[src/rtl/l2t_sii_pkg.sv]
// Shared definitions for the SII->L2T inbound request queue.
// Holds the command encodings, payload sizing and the capture FSM states.
package l2t_sii_pkg;

    localparam logic [2:0] CMD_RD  = 3'b001;
    localparam logic [2:0] CMD_WR8 = 3'b010;
    localparam logic [2:0] CMD_WRI = 3'b100;

    localparam int WRI_WORDS = 16;

    typedef enum logic [1:0] {
        ST_IDLE,
        ST_HDR0,
        ST_HDR1,
        ST_DATA
    } cap_state_t;

    // Unknown commands carry no payload and behave like RD.
    function automatic logic [4:0] payload_len(input logic [2:0] cmd);
        case (cmd)
            CMD_WR8: return 5'd2;
            CMD_WRI: return 5'd16;
            default: return 5'd0;
        endcase
    endfunction

endpackage

[src/rtl/l2t_sii_wib_drain.sv]
// WRI write-data drain: holds a popped entry's 16 words and streams them out,
// one per cycle, flagging the last word with the WIB dequeue pulse.
module l2t_sii_wib_drain
    import l2t_sii_pkg::*;
(
    input  logic                       iol2clk,
    input  logic                       cluster_arst_l,
    input  logic                       start,
    input  logic [WRI_WORDS-1:0][31:0] load_data,
    output logic                       wib_data_vld,
    output logic [31:0]                wib_data,
    output logic                       l2t_sii_wib_dequeue,
    output logic                       busy
);

    logic [WRI_WORDS-1:0][31:0] drain_buf;
    logic [3:0]                 cnt_q;
    logic                       busy_q;

    always_ff @(posedge iol2clk or negedge cluster_arst_l) begin
        if (!cluster_arst_l) begin
            busy_q <= 1'b0;
            cnt_q  <= 4'd0;
        end else if (start) begin
            busy_q <= 1'b1;
            cnt_q  <= 4'd0;
        end else if (busy_q) begin
            cnt_q <= cnt_q + 4'd1;
            if (cnt_q == 4'(WRI_WORDS - 1))
                busy_q <= 1'b0;
        end
    end

    // Data storage needs no reset; it is only observed while busy.
    always_ff @(posedge iol2clk) begin
        if (start)
            drain_buf <= load_data;
    end

    assign busy                = busy_q;
    assign wib_data_vld        = busy_q;
    assign wib_data            = busy_q ? drain_buf[cnt_q] : 32'd0;
    assign l2t_sii_wib_dequeue = busy_q && (cnt_q == 4'(WRI_WORDS - 1));

endmodule

[src/rtl/l2t_sii_iq.sv]
// L2T-side SII inbound request queue: deframes header/payload words and queues
// complete requests. Optional error reporting via `L2T_SII_IQ_ERR_EN.
module l2t_sii_iq
    import l2t_sii_pkg::*;
#(
    parameter int DEPTH = 4
) (
    input  logic        iol2clk,
    input  logic        cluster_arst_l,
    input  logic        sii_l2t_req_vld,
    input  logic [31:0] sii_l2t_req,
    output logic        iq_hdr_vld,
    output logic [63:0] iq_hdr,
    output logic [63:0] iq_wr8_data,
    input  logic        iq_pop,
    output logic        wib_data_vld,
    output logic [31:0] wib_data,
    output logic        l2t_sii_iq_dequeue,
    output logic        l2t_sii_wib_dequeue
`ifdef L2T_SII_IQ_ERR_EN
    ,
    output logic        iq_err,
    output logic [7:0]  iq_err_cnt
`endif
);

    localparam int IDX_W = $clog2(DEPTH);
    localparam int PTR_W = IDX_W + 1;

    cap_state_t state_q, state_d;
    logic [2:0]       cmd_q;
    logic [4:0]       plen_q;
    logic [3:0]       word_cnt_q;
    logic             drop_q;
    logic [PTR_W-1:0] wr_ptr_q, rd_ptr_q;
    logic             dequeue_q;

    logic [63:0]                hdr_mem [DEPTH];
    logic [63:0]                wr8_mem [DEPTH];
    logic [WRI_WORDS-1:0][31:0] wri_mem [DEPTH];

    logic [IDX_W-1:0] wr_idx, rd_idx;
    logic full, empty, last_word, commit, head_vld, pop_ok, drain_start, drain_busy;
    logic [63:0] head_hdr;

    assign wr_idx    = wr_ptr_q[IDX_W-1:0];
    assign rd_idx    = rd_ptr_q[IDX_W-1:0];
    assign full      = (wr_ptr_q[PTR_W-1] != rd_ptr_q[PTR_W-1]) && (wr_idx == rd_idx);
    assign empty     = (wr_ptr_q == rd_ptr_q);
    assign last_word = (state_q == ST_DATA) && ({1'b0, word_cnt_q} == plen_q - 5'd1);
    assign commit    = !drop_q && (((state_q == ST_HDR1) && (plen_q == 5'd0)) || last_word);

    always_ff @(posedge iol2clk or negedge cluster_arst_l) begin
        if (!cluster_arst_l)
            state_q <= ST_IDLE;
        else
            state_q <= state_d;
    end

    // req_vld is only honoured in IDLE; elsewhere the frame simply runs its course.
    always_comb begin
        state_d = state_q;
        case (state_q)
            ST_IDLE: if (sii_l2t_req_vld) state_d = ST_HDR0;
            ST_HDR0: state_d = ST_HDR1;
            ST_HDR1: state_d = (plen_q == 5'd0) ? ST_IDLE : ST_DATA;
            ST_DATA: if (last_word) state_d = ST_IDLE;
            default: state_d = ST_IDLE;
        endcase
    end

    always_ff @(posedge iol2clk or negedge cluster_arst_l) begin
        if (!cluster_arst_l) begin
            cmd_q      <= 3'd0;
            plen_q     <= 5'd0;
            word_cnt_q <= 4'd0;
            drop_q     <= 1'b0;
            wr_ptr_q   <= '0;
            rd_ptr_q   <= '0;
            dequeue_q  <= 1'b0;
        end else begin
            dequeue_q <= pop_ok;
            if (state_q == ST_IDLE && sii_l2t_req_vld)
                drop_q <= full;
            if (state_q == ST_HDR0) begin
                cmd_q  <= sii_l2t_req[31:29];
                plen_q <= payload_len(sii_l2t_req[31:29]);
            end
            word_cnt_q <= (state_q == ST_DATA) ? word_cnt_q + 4'd1 : 4'd0;
            if (commit)
                wr_ptr_q <= wr_ptr_q + 1'b1;
            if (pop_ok)
                rd_ptr_q <= rd_ptr_q + 1'b1;
        end
    end

    // Words land straight in the slot at the write pointer; a dropped request
    // must not touch it because that slot is the still-valid head.
    always_ff @(posedge iol2clk) begin
        if (!drop_q) begin
            if (state_q == ST_HDR0)
                hdr_mem[wr_idx][63:32] <= sii_l2t_req;
            if (state_q == ST_HDR1)
                hdr_mem[wr_idx][31:0] <= sii_l2t_req;
            if (state_q == ST_DATA && cmd_q == CMD_WR8) begin
                if (!word_cnt_q[0])
                    wr8_mem[wr_idx][63:32] <= sii_l2t_req;
                else
                    wr8_mem[wr_idx][31:0] <= sii_l2t_req;
            end
            if (state_q == ST_DATA && cmd_q == CMD_WRI)
                wri_mem[wr_idx][word_cnt_q] <= sii_l2t_req;
        end
    end

    assign head_vld    = !empty && !drain_busy;
    assign head_hdr    = hdr_mem[rd_idx];
    assign pop_ok      = iq_pop && head_vld;
    assign drain_start = pop_ok && (head_hdr[63:61] == CMD_WRI);

    assign iq_hdr_vld         = head_vld;
    assign iq_hdr             = head_vld ? head_hdr : 64'd0;
    assign iq_wr8_data        = (head_vld && head_hdr[63:61] == CMD_WR8) ? wr8_mem[rd_idx] : 64'd0;
    assign l2t_sii_iq_dequeue = dequeue_q;

    l2t_sii_wib_drain u_drain (
        .iol2clk             (iol2clk),
        .cluster_arst_l      (cluster_arst_l),
        .start               (drain_start),
        .load_data           (wri_mem[rd_idx]),
        .wib_data_vld        (wib_data_vld),
        .wib_data            (wib_data),
        .l2t_sii_wib_dequeue (l2t_sii_wib_dequeue),
        .busy                (drain_busy)
    );

`ifdef L2T_SII_IQ_ERR_EN
    logic       proto_err, ovf_err, err_q;
    logic [7:0] err_cnt_q;

    assign proto_err = sii_l2t_req_vld && (state_q != ST_IDLE);
    assign ovf_err   = sii_l2t_req_vld && (state_q == ST_IDLE) && full;

    always_ff @(posedge iol2clk or negedge cluster_arst_l) begin
        if (!cluster_arst_l) begin
            err_q     <= 1'b0;
            err_cnt_q <= 8'd0;
        end else if (proto_err || ovf_err) begin
            err_q <= 1'b1;
            if (err_cnt_q != 8'hFF)
                err_cnt_q <= err_cnt_q + 8'd1;
        end
    end

    assign iq_err     = err_q;
    assign iq_err_cnt = err_cnt_q;
`endif

endmodule

[config.mk]
export PLATFORM = sky130hd
export DESIGN_NAME = l2t_sii_iq
export DESIGN_NICKNAME = d
export VERILOG_FILES = /design/src/rtl/l2t_sii_pkg.sv /design/src/rtl/l2t_sii_wib_drain.sv /design/src/rtl/l2t_sii_iq.sv
export SDC_FILE = /design/constraint.sdc
export NUM_CORES = 2
export LEC_CHECK = 0
export CORE_AREA = 2 2 583 585
export CTS_CLUSTER_SIZE = 30
export DETAILED_ROUTE_END_ITERATION = 8
export DIE_AREA = 0 0 585 587
export SETUP_SLACK_MARGIN = 0.05
export SLEW_MARGIN = 20
export SYNTH_ARGS = -nofsm -noshare
export SYNTH_HDL_FRONTEND = slang
export SYNTH_SLANG_ARGS = --single-unit
[constraint.sdc]
create_clock -name iol2clk -period 12.9 [get_ports iol2clk]
set_clock_uncertainty 0.1 [all_clocks]
set_input_delay 2.58 -clock iol2clk [delete_from_list [all_inputs] [get_ports iol2clk]]
set_output_delay 2.58 -clock iol2clk [all_outputs]
set_load 0.005 [all_outputs]
==> After elaboration in Yosys (flattened, before gate mapping) <==
Memories as Yosys holds them, arrays and structs flattened. A register that Yosys moved wholly into a read port is not among the register bits.
Cells that the tools add are included.
{ "op_classes": {"addsub": 5, "mul": 0, "n_div": 0, "n_lt_le_gt_ge": 3, "n_eq_ne": 16, "n_shift": 0, "mux": 35, "n_bitwise": 0, "reduce_logical": 21} }
{ "op_table": {"columns": ["cell", "n"], "rows": [
  ["two-way mux 512 bit", 1],
  ["binary-select mux 32 bit (select 4 bit)", 1],
  ["demux 32 bit (select 4 bit)", 1],
  ["two-way mux 64 bit", 2],
  ["two-way mux 32 bit", 3],
  ["two-way mux 1 bit", 19],
  ["logical AND 1 bit", 13],
  ["two-way mux 4 bit", 3],
  ["< comparator 4 x 5 -> 1 bit (second input constant)", 2],
  ["case mux 5 bit (2 select lines)", 1],
  ["== test 3 x 2 -> 1 bit (second input constant)", 3],
  ["== test 3 bit (second input constant)", 3],
  ["adder 4 x 1 -> 4 bit (second input constant)", 2],
  ["case mux 2 bit (4 select lines)", 1],
  ["adder 3 x 1 -> 3 bit (second input constant)", 2],
  ["two-way mux 2 bit", 3],
  ["== test 4 x 5 -> 1 bit", 1],
  ["logical NOT 5 bit", 1],
  ["subtractor 5 x 1 -> 5 bit (second input constant)", 1],
  ["== test 2 bit (second input constant)", 2],
  ["== test 4 bit (second input constant)", 1],
  [">= comparator 4 x 1 -> 1 bit (second input constant)", 1],
  ["!= test 2 bit (second input constant)", 2],
  ["== test 3 bit", 1],
  ["8 further kinds", 10]
]} }
{ "totals": {"ff_bits": 27, "latch_bits": 0, "mem_bits_rw": 2560, "mem_bits_ro": 0, "input_bits": 36, "out_inout_bits": 164, "elab_cells": 93, "memories": 3} }
{ "mem_list": {"columns": ["memory", "depth", "word_bits", "rd", "rd_ports_with_merged_regs", "wr", "line_no", "text"], "rows": [
  ["wri_mem", 4, 512, 1, 1, 1, "l2t_sii_iq.sv:40", "logic [WRI_WORDS-1:0][31:0] wri_mem [DEPTH];"],
  ["hdr_mem", 4, 64, 1, 0, 1, "l2t_sii_iq.sv:38", "logic [63:0] hdr_mem [DEPTH];"],
  ["wr8_mem", 4, 64, 1, 0, 1, "l2t_sii_iq.sv:39", "logic [63:0] wr8_mem [DEPTH];"]
]} }

==> Depth between registers and ports, before layout <==
{ "depth": {"word_depth": 6, "depth_mapped": 6, "depth_no_buf": 6} }

==> Cells and area by module <==
A second synthesis with hierarchy kept.
{ "hier_totals": {"hier_cells": 4606, "area_unflattened_um2": 114219.5} }
{ "modules_own_cells": {"columns": ["module", "n_inst", "cells_each", "area_per_inst_um2", "seq_area_each_um2"], "rows": [
  ["l2t_sii_iq", 1, 3685, 94456.8, 77349.2],
  ["l2t_sii_wib_drain", 1, 921, 19762.7, 15499.9]
]} }

==> Worst setup path after synthesis <==
Ideal clock, no wire load.
{ "synth_path": {"kind": "input to register", "from": "input port iq_pop", "to": "register u_drain.drain_buf[0] in the netlist's numbering, read port of wri_mem, enable pin", "setup_time_ns": 0.653, "arrival_ns": 8.586, "required_ns": 12.147, "slack_ns": 3.561, "cell_stages": 2, "path_buffers": 1, "path_cell_list": "and4_1 > buf_2"} }
{ "synth_between": {"elab_chain_cells": 2} }
{ "synth_lines": {"columns": ["element", "line_no", "text"], "rows": [
  ["start: declaration", "l2t_sii_iq.sv:15", "input logic iq_pop,"],
  ["logical AND 1 bit", "l2t_sii_iq.sv:118", "assign pop_ok = iq_pop && head_vld;"],
  ["logical AND 1 bit", "l2t_sii_iq.sv:119", "assign drain_start = pop_ok && (head_hdr[63:61] == CMD_WRI);"],
  ["named net drain_start", "l2t_sii_iq.sv:43", "logic full, empty, last_word, commit, head_vld, pop_ok, drain_start, drain_busy;"],
  ["end: declaration", "l2t_sii_wib_drain.sv:16", "logic [WRI_WORDS-1:0][31:0] drain_buf;"]
]} }
The timed path passes the listed nets, and every way through them passes these cells.
A chain may end at the register's enable or synchronous reset.

==> Worst setup path in the final report <==
{ "layout_path": {"from": "register rd_ptr_q[1]", "to": "output port iq_wr8_data[58]"} }
{ "layout_between": {"elab_chain_cells": 5, "elab_cells_between_ends": 8, "cone_classes": "2 x eq/ne; 1 x mux; 3 x reduce/logical; 2 x memory"} }
{ "layout_lines": {"columns": ["element", "line_no", "text"], "rows": [
  ["start: declaration", "l2t_sii_iq.sv:35", "logic [PTR_W-1:0] wr_ptr_q, rd_ptr_q;"],
  ["start signal: assignment", "l2t_sii_iq.sv:93", "rd_ptr_q <= rd_ptr_q + 1'b1;"],
  ["branches (longest 4 deep; another with memory (4 x 64 bit))", null, null],
  ["two-way mux 64 bit (*)", "l2t_sii_iq.sv:123", "assign iq_wr8_data = (head_vld && head_hdr[63:61] == CMD_WR8) ? wr8_mem[rd_idx] : 64'd0;"],
  ["end: declaration", "l2t_sii_iq.sv:14", "output logic [63:0] iq_wr8_data,"]
]} }
Mark *: on every way between the ends.

==> flow_metrics.tcl <==
set metrics [dict create \
    intPower_w 0.0196 \
    synth_edf_count 3072 \
    cts_hold_buf 0 \
    critPathRequiredTime_ns 10.22 \
    core_area_um2 338000 \
    layoutNonFillerInstCount 9667 \
    initial_core_util 0.337 \
    numCtsBuffers 307 \
    gp_congestion 0.733 \
    slew_viol_final 0 \
    syn_area_um2 114000 \
    area_delta_synth_final_pct 15.1 \
    final.setup.tns_ns 0 \
    cts_tree "yes" \
    worstSetupPathType "reg2out" \
    clk_latency_ns 0.86 \
    rows 214 \
    die_w_um 585 \
    place_area_um2 122000 \
    ys.flop_type "edfxtp_1" \
    drive_above_1_share 0.277 \
    rsz0062_at_grt "false" \
    clockPowerShare 0.317 \
    die_area_um2 343000 \
    clockBufferDepth 4 \
    synthArstFlopShare 0.00775 \
    grt_antenna_before_repair 13 \
    route.vias.total 50000 \
    hpwl_um 144000 \
    hold_path_class "reg2reg" \
    clockRootBuffer "clkbuf_16" \
    regToRegSetupSlack_ns 7.29 \
    postCtsSetupBuffers 0 \
    grt.overflow.total 0 \
    grt_max_degree 146 \
    synth_cells 4492 \
    drtIter0Drc 5712 \
    avgSynthCellArea_um2 25.4 \
    fillers 29800 \
    io_pins 200 \
    placed_cells 9123 \
    reg2reg_depth 6 \
    final_area_um2 131000 \
    clock_sinks 3096 \
    cts.htree.levels 5 \
    setup_viol 0 \
    synth.distinct_cells 43 \
    vdd_ir_drop_max_uv 173 \
    r2r-start "rd_ptr_q[1]" \
    fmax_mhz 134 \
    drc 0 \
    powerDensity_nw_per_um2 204 \
    p_switching_w 0.00724 \
    worstSetupEndpointType "primary output" \
    timing.final.crit_period_ns 7.44 \
    ant_nets 0 \
    synth.net_count 4539 \
    dieHeight_um 587 \
    combPwrFrac 0.234 \
    relSlewSlack 0.186 \
    ys_warn_count 0 \
    cp.arrival_ns 4.76 \
    worst_setup_path_start_kind "register" \
    synth_sequential_area_ratio 0.815 \
    seqPwrFrac 0.449 \
    grt_pass1_vias 51300 \
    min_period_over_period 0.577 \
    grt_use_total 0.156 \
    wl_um 271000 \
    nets 4945 \
    r2r-end "u_drain.drain_buf[142]" \
    grt_pass1_wl_um 385000 \
    multi_input_area_um2 20400 \
    cp_max_fo 64 \
    max_cap_violations 0 \
    portBuffers 199 \
    leakage_nw 40.0 \
    finalHoldViolCount 0 \
    seqCellArea_um2 92900 \
    critPathLaunch "rd_ptr_q[1]" \
    post_cts_resized 0 \
    cts.clk_slew.worst_paths_ns 0.06 \
    worstMarginPinSlew_ns 1.22 \
    status "finished, final reports clean" \
    via_per_inst 5.17 \
    wl_per_cell_um 28.1 \
    critPathCapture "iq_wr8_data[58]" \
    switching_share 0.270 \
    ys_ff_latch 3096 \
    firstDrtPassIters 5 \
]
==> worst min path at each step <==
| stage | endpoint | startpoint | slack (ns) | cells past startpoint |
|---|---|---|---|---|
| after global routing | wr_ptr_q[2] | wr_ptr_q[2] | 0.43 | 1 |
| after CTS | wr_ptr_q[2] | wr_ptr_q[2] | 0.40 | 1 |
| final | wr_ptr_q[2] | wr_ptr_q[2] | 0.40 | 1 |
| after detailed placement | wr_ptr_q[2] | wr_ptr_q[2] | 0.39 | 1 |
| after floorplan | rd_ptr_q[2] | rd_ptr_q[2] | 0.37 | 1 |
| after global placement | cmd_q[0] | cmd_q[0] | 0.38 | 1 |
==> placed cells by master (no fill, tap or decap), types with 3 or more instances in the layout <==
| master | synthesis | final |
|---|---|---|
| and2_1 | 91 | 66 |
| and2_2 | 0 | 23 |
| and3_2 | 0 | 24 |
| and3_4 | 0 | 24 |
| buf_12 | 0 | 11 |
| buf_2 | 88 | 24 |
| buf_4 | 8 | 112 |
| bufinv_16 | 0 | 16 |
| clkbuf_1 | 110 | 53 |
| clkbuf_16 | 0 | 317 |
| clkbuf_8 | 0 | 4 |
| clkdlybuf4s50_1 | 0 | 167 |
| clkinv_1 | 0 | 79 |
| clkinv_2 | 0 | 44 |
| clkinv_8 | 0 | 4 |
| clkinvlp_4 | 0 | 8 |
| dfrtp_1 | 24 | 19 |
| dfrtp_4 | 0 | 5 |
| diode_2 | 0 | 7 |
| edfxtp_1 | 3072 | 3072 |
| ha_1 | 11 | 9 |
| inv_1 | 17 | 17 |
| inv_6 | 0 | 9 |
| mux2_2 | 4 | 4 |
| mux2i_1 | 65 | 65 |
| mux4_2 | 768 | 768 |
| nand2_1 | 9 | 9 |
| nand3_1 | 4 | 4 |
| nor2_1 | 21 | 19 |
| nor2b_1 | 64 | 64 |
| nor3b_2 | 0 | 3 |
| o22ai_1 | 32 | 32 |
| xnor2_1 | 10 | 10 |
==> per-layer routing <==
layer  global-route usage  vias up  share of wire
met4               0.0474        4          0.029
met3               0.0238      371          0.065
met5                    0        -        0.00010
li1                     -    20100              -
met1                0.218    27600           0.42
met2                0.250     1942           0.48
==> worst max-delay path: stages (launching register included) <==
cell             delay (ns)
dfrtp_4                1.01
buf_4                  0.91
mux4_2                 0.46
nor2_1                 0.17
nand3_2                0.11
buf_4                  0.36
nor2b_1                0.27
clkdlybuf4s50_1        0.54
==> final cells by class <==
type	count	area share
multi-input combinational	1161	0.155
sequential	3096	0.708
clock inverter	161	0.00924
antenna	7	0.000133
clock buffer	374	0.0624
timing repair buffer	315	0.0218
inverter	17	0.000486
tap	4536	0.0432
==> state kept, by name (all words and copies together) (netlist names), 3 cells and up <==
signal,flops
rd_ptr_q,3
hdr_mem,256
wri_mem,2048
u_drain.cnt_q,4
word_cnt_q,4
wr8_mem,256
wr_ptr_q,3
cmd_q,3
u_drain.drain_buf,512
==> synth_stat cells, types with 2 or more instances <==
cell / count / share of area
a21oi_1: 2 / 0.000088
nor2_1: 21 / 0.00069
clkbuf_1: 110 / 0.0036
nor4_2: 3 / 0.00033
dfrtp_1: 24 / 0.0053
inv_1: 17 / 0.00056
buf_4: 8 / 0.00053
buf_2: 88 / 0.0039
nor4b_1: 2 / 0.00015
and3_1: 49 / 0.0027
xnor2_1: 10 / 0.00077
nand2_1: 9 / 0.00030
o22ai_1: 32 / 0.0018
mux2_2: 4 / 0.00040
and2_1: 91 / 0.0050
nor2b_1: 64 / 0.0035
ha_1: 11 / 0.0012
xor2_1: 2 / 0.00015
nor3b_1: 3 / 0.00020
mux2i_1: 65 / 0.0057
nand3_1: 4 / 0.00018
buf_1: 12 / 0.00040
mux4_2: 768 / 0.15
edfxtp_1: 3072 / 0.81
nand2b_1: 3 / 0.00016
==> power groups by stage <==
| stage | sequential (W) | clock, W | combinational (W) |
|---|---|---|---|
| 6_report | 0.0120 | 0.00850 | 0.00629 |
| 5_1_grt | 0.0121 | 0.00900 | 0.00668 |
| 4_1_cts | 0.0120 | 0.00865 | 0.00641 |
| 3_5_place_dp | 0.0123 | 0 | 0.00638 |
| 3_3_place_gp | 0.0122 | 0 | 0.00635 |
| 2_1_floorplan | 0.0121 | 0 | 0.00413 |
==> cells by family (layout without fill, tap and decap cells) <==
family,Yosys count,count (layout),share of synthesized area
flip-flops,3096,3096,0.815
multiplexers,838,838,0.158
AND/OR/NAND/NOR,257,257,0.0138
buffers and inverters,235,867,0.00897
AO/OA/AOI/OAI,43,43,0.00263
XOR/XNOR,12,12,0.000922
adder cells (fa/ha/maj),11,11,0.00121
other,0,7,0
==> per-stage QoR <==
| stage | util | total power, W | hold WS, ns | setup slack, ns |
|---|---|---|---|---|
| after global routing | 0.388 | 0.0278 | 0.428 | 5.25 |
| after global placement | 0.360 | 0.0186 | 0.385 | 6.28 |
| after CTS | 0.388 | 0.0271 | 0.399 | 5.35 |
| after detailed placement | 0.360 | 0.0186 | 0.388 | 6.30 |
| after floorplan | - | 0.0162 | 0.365 | 3.56 |
| final | 0.388 | 0.0268 | 0.399 | 5.46 |
Power figures use the tool's default switching activity.
